**src/rtl/track_ctrl_if.sv**
```systemverilog
// Signal bundle between the box/template tracker sequencer and its surroundings.
//  master : frame timing, buttons, manual centre counters, correlator results in;
//           box centre, template centre, capture strobe and status out
//  slave  : the sequencer side (track_ctrl)
interface track_ctrl_if;
   logic        frame_start;
   logic        btn_capture;
   logic        btn_track;
   logic [9:0]  manual_x;
   logic [9:0]  manual_y;
   logic        max_ready;
   logic [9:0]  max_x;
   logic [9:0]  max_y;
   logic [15:0] max_score;
   logic [9:0]  c_x;
   logic [9:0]  c_y;
   logic [9:0]  cap_x;
   logic [9:0]  cap_y;
   logic        template_capture;
   logic        tracking_mode;
   logic        lost;
   logic [2:0]  state;

   modport master (
      output frame_start, btn_capture, btn_track, manual_x, manual_y,
             max_ready, max_x, max_y, max_score,
      input  c_x, c_y, cap_x, cap_y, template_capture, tracking_mode, lost, state
   );

   modport slave (
      input  frame_start, btn_capture, btn_track, manual_x, manual_y,
             max_ready, max_x, max_y, max_score,
      output c_x, c_y, cap_x, cap_y, template_capture, tracking_mode, lost, state
   );
endinterface

```
**src/rtl/track_ctrl.sv**
```systemverilog
// Sequencing FSM for the box/template tracker.
// Debounces the capture/track buttons, arms a one-frame template capture at the
// manual box centre, then tracks by gating correlator maxima into the box centre
// and declares LOST after LOST_FRAMES consecutive missed frames.
//
// Ports:
//  clk, rst_n (synchronous, active-low)
//  bus (track_ctrl_if.slave):
//   in : frame_start, btn_capture, btn_track, manual_x/y, max_ready, max_x/y, max_score
//   out: c_x/y (box centre), cap_x/y (template centre), template_capture,
//        tracking_mode, lost, state
//
// Build option: TRACK_SMOOTH_EN -- good TRACK updates move the centre halfway
// towards the match, c <= (c + max) >> 1, instead of jumping to it.
//
// state      | meaning
// MANUAL  0  | centre follows manual counters
// ARM     1  | template centre latched, waiting for frame start
// CAPTURE 2  | template memory written for one whole frame
// TRACK   3  | centre follows good correlator matches
// LOST    4  | too many missed frames, waiting for any strong match
module track_ctrl #(
   parameter logic [19:0] DEB_CYCLES  = 20'd1_000_000,
   parameter logic [15:0] SCORE_MIN   = 16'd1000,
   parameter logic [9:0]  MAX_STEP    = 10'd64,
   parameter logic [3:0]  LOST_FRAMES = 4'd8
) (
   input  logic         clk,
   input  logic         rst_n,
   track_ctrl_if.slave  bus
);

   typedef enum logic [2:0] {
      ST_MANUAL  = 3'd0,
      ST_ARM     = 3'd1,
      ST_CAPTURE = 3'd2,
      ST_TRACK   = 3'd3,
      ST_LOST    = 3'd4
   } state_t;

   // One extra count past the fire point so a held button never re-fires.
   localparam logic [20:0] DEB_FIRE  = {1'b0, DEB_CYCLES};
   localparam logic [20:0] DEB_LIMIT = DEB_FIRE + 21'd1;

   logic [20:0] deb_cap_cnt;
   logic [20:0] deb_trk_cnt;
   logic        press_cap;
   logic        press_trk;

   always_ff @(posedge clk) begin
      if (!rst_n) begin
         deb_cap_cnt <= '0;
         deb_trk_cnt <= '0;
         press_cap   <= 1'b0;
         press_trk   <= 1'b0;
      end else begin
         if (!bus.btn_capture)
            deb_cap_cnt <= '0;
         else if (deb_cap_cnt != DEB_LIMIT)
            deb_cap_cnt <= deb_cap_cnt + 21'd1;
         if (!bus.btn_track)
            deb_trk_cnt <= '0;
         else if (deb_trk_cnt != DEB_LIMIT)
            deb_trk_cnt <= deb_trk_cnt + 21'd1;
         press_cap <= bus.btn_capture && (deb_cap_cnt == DEB_FIRE);
         press_trk <= bus.btn_track   && (deb_trk_cnt == DEB_FIRE);
      end
   end

   state_t      state_q;
   logic [9:0]  c_x_q, c_y_q, cap_x_q, cap_y_q;
   logic        tcap_q, trk_mode_q, lost_q;
   logic [3:0]  miss_cnt;
   logic        frame_hit;   // a max_ready arrived in the current frame
   logic        frame_bad;   // a rejected match arrived in the current frame

   // Absolute per-axis jump in 11 bits so no 10-bit wrap can fake a small step.
   logic [10:0] dx, dy, adx, ady;
   logic        score_ok, good;
   logic [9:0]  upd_x, upd_y;
   logic        frame_missed;
   logic [3:0]  miss_base, miss_next;

   always_comb begin
      dx       = {1'b0, bus.max_x} - {1'b0, c_x_q};
      dy       = {1'b0, bus.max_y} - {1'b0, c_y_q};
      adx      = dx[10] ? (~dx + 11'd1) : dx;
      ady      = dy[10] ? (~dy + 11'd1) : dy;
      score_ok = (bus.max_score >= SCORE_MIN);
      good     = score_ok && (adx <= {1'b0, MAX_STEP}) && (ady <= {1'b0, MAX_STEP});
   end

`ifdef TRACK_SMOOTH_EN
   logic [10:0] sum_x, sum_y;
   always_comb begin
      sum_x = {1'b0, c_x_q} + {1'b0, bus.max_x};
      sum_y = {1'b0, c_y_q} + {1'b0, bus.max_y};
      upd_x = sum_x[10:1];
      upd_y = sum_y[10:1];
   end
`else
   always_comb begin
      upd_x = bus.max_x;
      upd_y = bus.max_y;
   end
`endif

   // A max_ready coincident with frame_start belongs to the frame that is ending.
   always_comb begin
      frame_missed = !(frame_hit || bus.max_ready) || frame_bad || (bus.max_ready && !good);
      miss_base    = (bus.max_ready && good) ? 4'd0 : miss_cnt;
      if (!frame_missed)
         miss_next = miss_base;
      else if (miss_base >= LOST_FRAMES)
         miss_next = LOST_FRAMES;
      else
         miss_next = miss_base + 4'd1;
   end

   always_ff @(posedge clk) begin
      if (!rst_n) begin
         state_q    <= ST_MANUAL;
         c_x_q      <= 10'd320;
         c_y_q      <= 10'd240;
         cap_x_q    <= '0;
         cap_y_q    <= '0;
         tcap_q     <= 1'b0;
         trk_mode_q <= 1'b0;
         lost_q     <= 1'b0;
         miss_cnt   <= '0;
         frame_hit  <= 1'b0;
         frame_bad  <= 1'b0;
      end else begin
         case (state_q)
            ST_MANUAL: begin
               c_x_q <= bus.manual_x;
               c_y_q <= bus.manual_y;
               if (press_cap && !press_trk) begin
                  cap_x_q <= bus.manual_x;
                  cap_y_q <= bus.manual_y;
                  state_q <= ST_ARM;
               end
            end
            ST_ARM: begin
               if (press_trk) begin
                  state_q <= ST_MANUAL;
               end else if (bus.frame_start) begin
                  state_q <= ST_CAPTURE;
                  tcap_q  <= 1'b1;
               end
            end
            ST_CAPTURE: begin
               if (press_trk) begin
                  state_q <= ST_MANUAL;
                  tcap_q  <= 1'b0;
               end else if (bus.frame_start) begin
                  state_q    <= ST_TRACK;
                  tcap_q     <= 1'b0;
                  trk_mode_q <= 1'b1;
                  miss_cnt   <= '0;
                  frame_hit  <= 1'b0;
                  frame_bad  <= 1'b0;
               end
            end
            ST_TRACK, ST_LOST: begin
               if (press_trk) begin
                  state_q    <= ST_MANUAL;
                  trk_mode_q <= 1'b0;
                  lost_q     <= 1'b0;
               end else if (press_cap) begin
                  cap_x_q    <= c_x_q;
                  cap_y_q    <= c_y_q;
                  state_q    <= ST_ARM;
                  trk_mode_q <= 1'b0;
                  lost_q     <= 1'b0;
               end else if (state_q == ST_LOST) begin
                  if (bus.max_ready && score_ok) begin
                     c_x_q     <= bus.max_x;
                     c_y_q     <= bus.max_y;
                     miss_cnt  <= '0;
                     state_q   <= ST_TRACK;
                     lost_q    <= 1'b0;
                     frame_hit <= !bus.frame_start;
                     frame_bad <= 1'b0;
                  end
               end else begin
                  if (bus.max_ready && good) begin
                     c_x_q    <= upd_x;
                     c_y_q    <= upd_y;
                     miss_cnt <= '0;
                  end
                  if (bus.frame_start) begin
                     frame_hit <= 1'b0;
                     frame_bad <= 1'b0;
                     miss_cnt  <= miss_next;
                     if (miss_next == LOST_FRAMES) begin
                        state_q <= ST_LOST;
                        lost_q  <= 1'b1;
                     end
                  end else if (bus.max_ready) begin
                     frame_hit <= 1'b1;
                     if (!good)
                        frame_bad <= 1'b1;
                  end
               end
            end
            default: begin
               state_q    <= ST_MANUAL;
               tcap_q     <= 1'b0;
               trk_mode_q <= 1'b0;
               lost_q     <= 1'b0;
            end
         endcase
      end
   end

   assign bus.c_x              = c_x_q;
   assign bus.c_y              = c_y_q;
   assign bus.cap_x            = cap_x_q;
   assign bus.cap_y            = cap_y_q;
   assign bus.template_capture = tcap_q;
   assign bus.tracking_mode    = trk_mode_q;
   assign bus.lost             = lost_q;
   assign bus.state            = state_q;

endmodule

```
**src/flat_wrapper.sv**
```systemverilog
// flat-port wrapper written by rule: the top's interface ports become plain ports
module track_ctrl_flat 
#(
   parameter logic [19:0] DEB_CYCLES  = 20'd1_000_000,
   parameter logic [15:0] SCORE_MIN   = 16'd1000,
   parameter logic [9:0]  MAX_STEP    = 10'd64,
   parameter logic [3:0]  LOST_FRAMES = 4'd8
)
  (clk, rst_n, bus_frame_start, bus_btn_capture, bus_btn_track, bus_manual_x, bus_manual_y, bus_max_ready, bus_max_x, bus_max_y, bus_max_score, bus_c_x, bus_c_y, bus_cap_x, bus_cap_y, bus_template_capture, bus_tracking_mode, bus_lost, bus_state);
  track_ctrl_if bus_i ();
  input  logic clk;
  input  logic rst_n;
  input wire logic [$bits(bus_i.frame_start)-1:0] bus_frame_start;
  input wire logic [$bits(bus_i.btn_capture)-1:0] bus_btn_capture;
  input wire logic [$bits(bus_i.btn_track)-1:0] bus_btn_track;
  input wire logic [$bits(bus_i.manual_x)-1:0] bus_manual_x;
  input wire logic [$bits(bus_i.manual_y)-1:0] bus_manual_y;
  input wire logic [$bits(bus_i.max_ready)-1:0] bus_max_ready;
  input wire logic [$bits(bus_i.max_x)-1:0] bus_max_x;
  input wire logic [$bits(bus_i.max_y)-1:0] bus_max_y;
  input wire logic [$bits(bus_i.max_score)-1:0] bus_max_score;
  output wire logic [$bits(bus_i.c_x)-1:0] bus_c_x;
  output wire logic [$bits(bus_i.c_y)-1:0] bus_c_y;
  output wire logic [$bits(bus_i.cap_x)-1:0] bus_cap_x;
  output wire logic [$bits(bus_i.cap_y)-1:0] bus_cap_y;
  output wire logic [$bits(bus_i.template_capture)-1:0] bus_template_capture;
  output wire logic [$bits(bus_i.tracking_mode)-1:0] bus_tracking_mode;
  output wire logic [$bits(bus_i.lost)-1:0] bus_lost;
  output wire logic [$bits(bus_i.state)-1:0] bus_state;
  assign bus_i.frame_start = bus_frame_start;
  assign bus_i.btn_capture = bus_btn_capture;
  assign bus_i.btn_track = bus_btn_track;
  assign bus_i.manual_x = bus_manual_x;
  assign bus_i.manual_y = bus_manual_y;
  assign bus_i.max_ready = bus_max_ready;
  assign bus_i.max_x = bus_max_x;
  assign bus_i.max_y = bus_max_y;
  assign bus_i.max_score = bus_max_score;
  assign bus_c_x = bus_i.c_x;
  assign bus_c_y = bus_i.c_y;
  assign bus_cap_x = bus_i.cap_x;
  assign bus_cap_y = bus_i.cap_y;
  assign bus_template_capture = bus_i.template_capture;
  assign bus_tracking_mode = bus_i.tracking_mode;
  assign bus_lost = bus_i.lost;
  assign bus_state = bus_i.state;
  track_ctrl #(.DEB_CYCLES(DEB_CYCLES), .SCORE_MIN(SCORE_MIN), .MAX_STEP(MAX_STEP), .LOST_FRAMES(LOST_FRAMES)) u_core (.clk(clk), .rst_n(rst_n), .bus(bus_i));
endmodule
```
**config.mk**
```make
export PLATFORM = sky130hd
export DESIGN_NAME = track_ctrl_flat
export DESIGN_NICKNAME = d
export VERILOG_FILES = /design/src/rtl/track_ctrl_if.sv /design/src/rtl/track_ctrl.sv /design/src/flat_wrapper.sv
export SDC_FILE = /design/constraint.sdc
export NUM_CORES = 1
export LEC_CHECK = 0
export CAP_MARGIN = 20
export CORE_MARGIN = 2
export CORE_UTILIZATION = 54
export DETAILED_ROUTE_END_ITERATION = 16
export PLACE_DENSITY = 0.81
export SYNTH_ARGS = -nofsm -noshare
export SYNTH_HDL_FRONTEND = slang
export SYNTH_SLANG_ARGS = --single-unit
```
**constraint.sdc**
```tcl
create_clock -name clk -period 6.89 [get_ports clk]
set_clock_uncertainty 0.05 [all_clocks]
set_input_delay 1.0335 -clock clk [delete_from_list [all_inputs] [get_ports clk]]
set_output_delay 1.0335 -clock clk [all_outputs]
set_load 0.005 [all_outputs]
```
==> impl_metrics.tcl <==
set metrics [dict create \
    hold_path_class "reg -> reg" \
    drt-total-wl_um 18200 \
    cts_tree "built" \
    ant_nets 0 \
    syn_nets 891 \
    timing.fmax_mhz 167 \
    grt_max_degree 42 \
    cts_made_buffers 9 \
    path_cells "clkdlybuf4s50_1 -> inv_1 -> ha_1 -> inv_1 -> fa_1 -> a21o_1 -> a221oi_4 -> mux2i_1 -> nor3_1 -> a2bb2oi_1 -> o32ai_1 -> nor4_1 -> nand2_1 -> and2_1 -> ha_1 -> nor4b_1 -> o221a_2 -> inv_1 -> a32oi_1 -> a31oi_1" \
    crit_top_cell "inv_1" \
    nets 973 \
    slew_viol_final 0 \
    slowest_delay_ns 0.61 \
    n_antenna_cell 0 \
    worstMarginPinSlew_ns 0.976 \
    synth_area_leaders "dfxtp_1, nand2_1, ha_1" \
    yosysWarnings 0 \
    core_area_sq_mm 0.0114 \
    cp.required_ns 7.04 \
    drive_gt1_share_pct 6.88 \
    drv_cap 0 \
    synth_cell_types 87 \
    relSlewSlack_pct 34.8 \
    crit_arrival_ns 6.14 \
    postCtsHoldBufs 0 \
    synth_area_sq_mm 0.00634 \
    root_buffer "clkbuf_16" \
    synth_flop_cell "dfxtp_1" \
    fin_crit_sh_pct 87.0 \
    htree_levels 3 \
    hold_viol 0 \
    vias 6436 \
    crit_path_end_kind "flip-flop" \
    antenna_found_initial 0 \
    remaining_drc_errors 0 \
    die_width_um 112 \
    synth-edff-count 0 \
    die_y_um 112 \
    path_clk_slew_ns 0.07 \
    cp_num_buf_inv 4 \
    cts_setup_buffers 0 \
    p_per_area_mw_per_mm2 246 \
    startpoint_type "primary input" \
    crit_slowest_cell "nor4_1" \
    grt_pass1_vias 6104 \
    seq_area_frac_synth_pct 30.3 \
    finalSetupTns_ns 0 \
    peakVddDrop_mv 0.191 \
    drt_iter0_drc 487 \
    rows 39 \
    hpwl_um 13300 \
    syn-instance-count 800 \
    dr.pass1.iters 5 \
    clkLatencyLatePin_ns 0.36 \
    die_area_sq_mm 0.0126 \
    ys_seq_elements 96 \
    synth_area_per_cell_sq_um 7.92 \
    ioPinCount 108 \
    grt_pass1_wl_um 30200 \
    portBuffers 104 \
    globalplace.congestion 0.950 \
    path_max_fanout 8 \
    overflow 0 \
    syn_to_final_growth_pct 21.0 \
    routed_via_density 6.25 \
    crit_family "simple AND/OR/NAND/NOR gates" \
    wl_per_cell_um 17.7 \
    layout_min_cycle_time_ns 6.00 \
    cts.repair.resized 0 \
    synth_top_area_cell "dfxtp_1" \
    clock_sinks 96 \
    leakage_nw 2.79 \
    clockBufferDepth 2 \
    yosysTopAreaCellShare_pct 30.3 \
    p_total_mw 1.88 \
    synthArstFlopShare_pct 0 \
    status "finished, final reports clean" \
    setup_viol 0 \
    start_util_pct 55.5 \
    track_usage_pct 29.2 \
    criticalPathCategory "in -> reg" \
    rsz0062_at_grt "false" \
]
[layer usage]
layer / up-vias / track usage, % / part of all wire, %
met3: 39 / 5.83 / 6.7
li1: 3072 / - / -
met5: - / 0 / 0
met1: 3051 / 36.1 / 42
met4: 0 / 11.3 / 3.0
met2: 274 / 50.2 / 48
[path summary, 6_finish.rpt]
| path | from | to | slack (ns) | depth (start not counted) |
|---|---|---|---|---|
| max reg2reg | u_core.bus.c_x[0]$_SDFFE_PN0P_ | u_core.bus.state[1]$_SDFFE_PN0P_ | 1.60 | 17 |
| max | bus_max_y[0] | u_core.bus.state[1]$_SDFFE_PN0P_ | 0.89 | 20 |
| min reg2reg | u_core.bus.c_y[4]$_SDFFE_PN1P_ | u_core.bus.cap_y[4]$_SDFFE_PN0P_ | 0.44 | 2 |
| min | u_core.bus.c_y[4]$_SDFFE_PN1P_ | u_core.bus.cap_y[4]$_SDFFE_PN0P_ | 0.44 | 2 |
[per-stage QoR]
stage	area [sq um]	hold slack (ns)	setup WS (ns)	instances	utilization (%)
global placement	7380	0.427	0.832	1013	64.6
finish	7660	0.443	0.895	1029	67.1
global route	7660	0.470	0.564	1029	67.1
detailed placement	7390	0.440	0.631	1014	64.7
floorplan	6340	0.416	1.73	800	-
CTS	7660	0.450	0.967	1029	67.1
[final cells by class]
class                   instances  area, sq um
clock buffers                  10          229
clock inverters                 5         42.5
fillers                       975         3750
inverters                      42          158
multi-input cells             622         4040
flip-flops and latches         96         1920
well taps                     143          179
repair buffers                111         1100
[synthesized netlist by cell type, types with 4 or more instances]
cell type,instances
a211oi_1,7
a21o_1,10
a21oi_1,37
a311oi_1,6
a311oi_2,9
a31oi_1,29
a41oi_1,8
and2_1,8
and3_1,8
and4_1,4
buf_2,4
buf_6,7
clkbuf_1,24
dfxtp_1,96
ha_1,27
inv_1,42
mux2i_1,4
nand2_1,103
nand2b_1,9
nand3_1,31
nand3b_1,5
nand4_1,19
nor2_1,76
nor2b_1,7
nor3_1,27
nor4_1,8
nor4b_1,5
o211ai_1,4
o21a_1,5
o21ai_0,41
o22ai_1,5
or3_1,5
xnor2_1,16
xor2_1,27
[cell families after synthesis]
kind of cell	after synthesis	share of synthesized area, %
AOI/OAI and AO/OA	207	23.9
xor gates and xnor gates	43	5.94
adders and majority gates	30	6.12
buffers and inverters	82	6.02
DFF	96	30.3
muxes	7	1.17
and+or+nand+nor	335	26.5
[placed cells by master (no fill, tap or decap), types with 29 or more instances in the layout]
master           Yosys  final
clkdlybuf4s50_1      0    104
nand2_1            103    103
dfxtp_1             96     96
nor2_1              76     76
inv_1               42     42
o21ai_0             41     41
a21oi_1             37     36
nand3_1             31     31
a31oi_1             29     29
[worst register-to-register path: cells and delay by family, from the launching register on]
| family | cells | cell delay, ns |
|---|---|---|
| AO/OA/AOI/OAI | 8 | 1.93 |
| buffers and inverters | 2 | 0.12 |
| AND/OR/NAND/NOR | 4 | 1.59 |
| flip-flops | 1 | 0.46 |
| adder cells (fa/ha/maj) | 3 | 0.98 |
[flip-flops by register name, indices dropped and copies added, names as in the netlist]
register,cells
u_core.bus.c_x,10
u_core.bus.c_y,10
u_core.bus.cap_x,10
u_core.bus.cap_y,10
u_core.bus.lost,1
u_core.bus.state,3
u_core.bus.template_capture,1
u_core.bus.tracking_mode,1
u_core.deb_cap_cnt,21
u_core.deb_trk_cnt,21
u_core.frame_bad,1
u_core.frame_hit,1
u_core.miss_cnt,4
u_core.press_cap,1
u_core.press_trk,1
[where the power goes]
group          switching [mW]  internal [mW]  total [mW]
Sequential             0.0445          0.589       0.633
Combinational           0.435          0.339       0.774
Clock                   0.229          0.246       0.476
Total                   0.709           1.17        1.88
No activity file was read; power rests on OpenSTA's default activity.
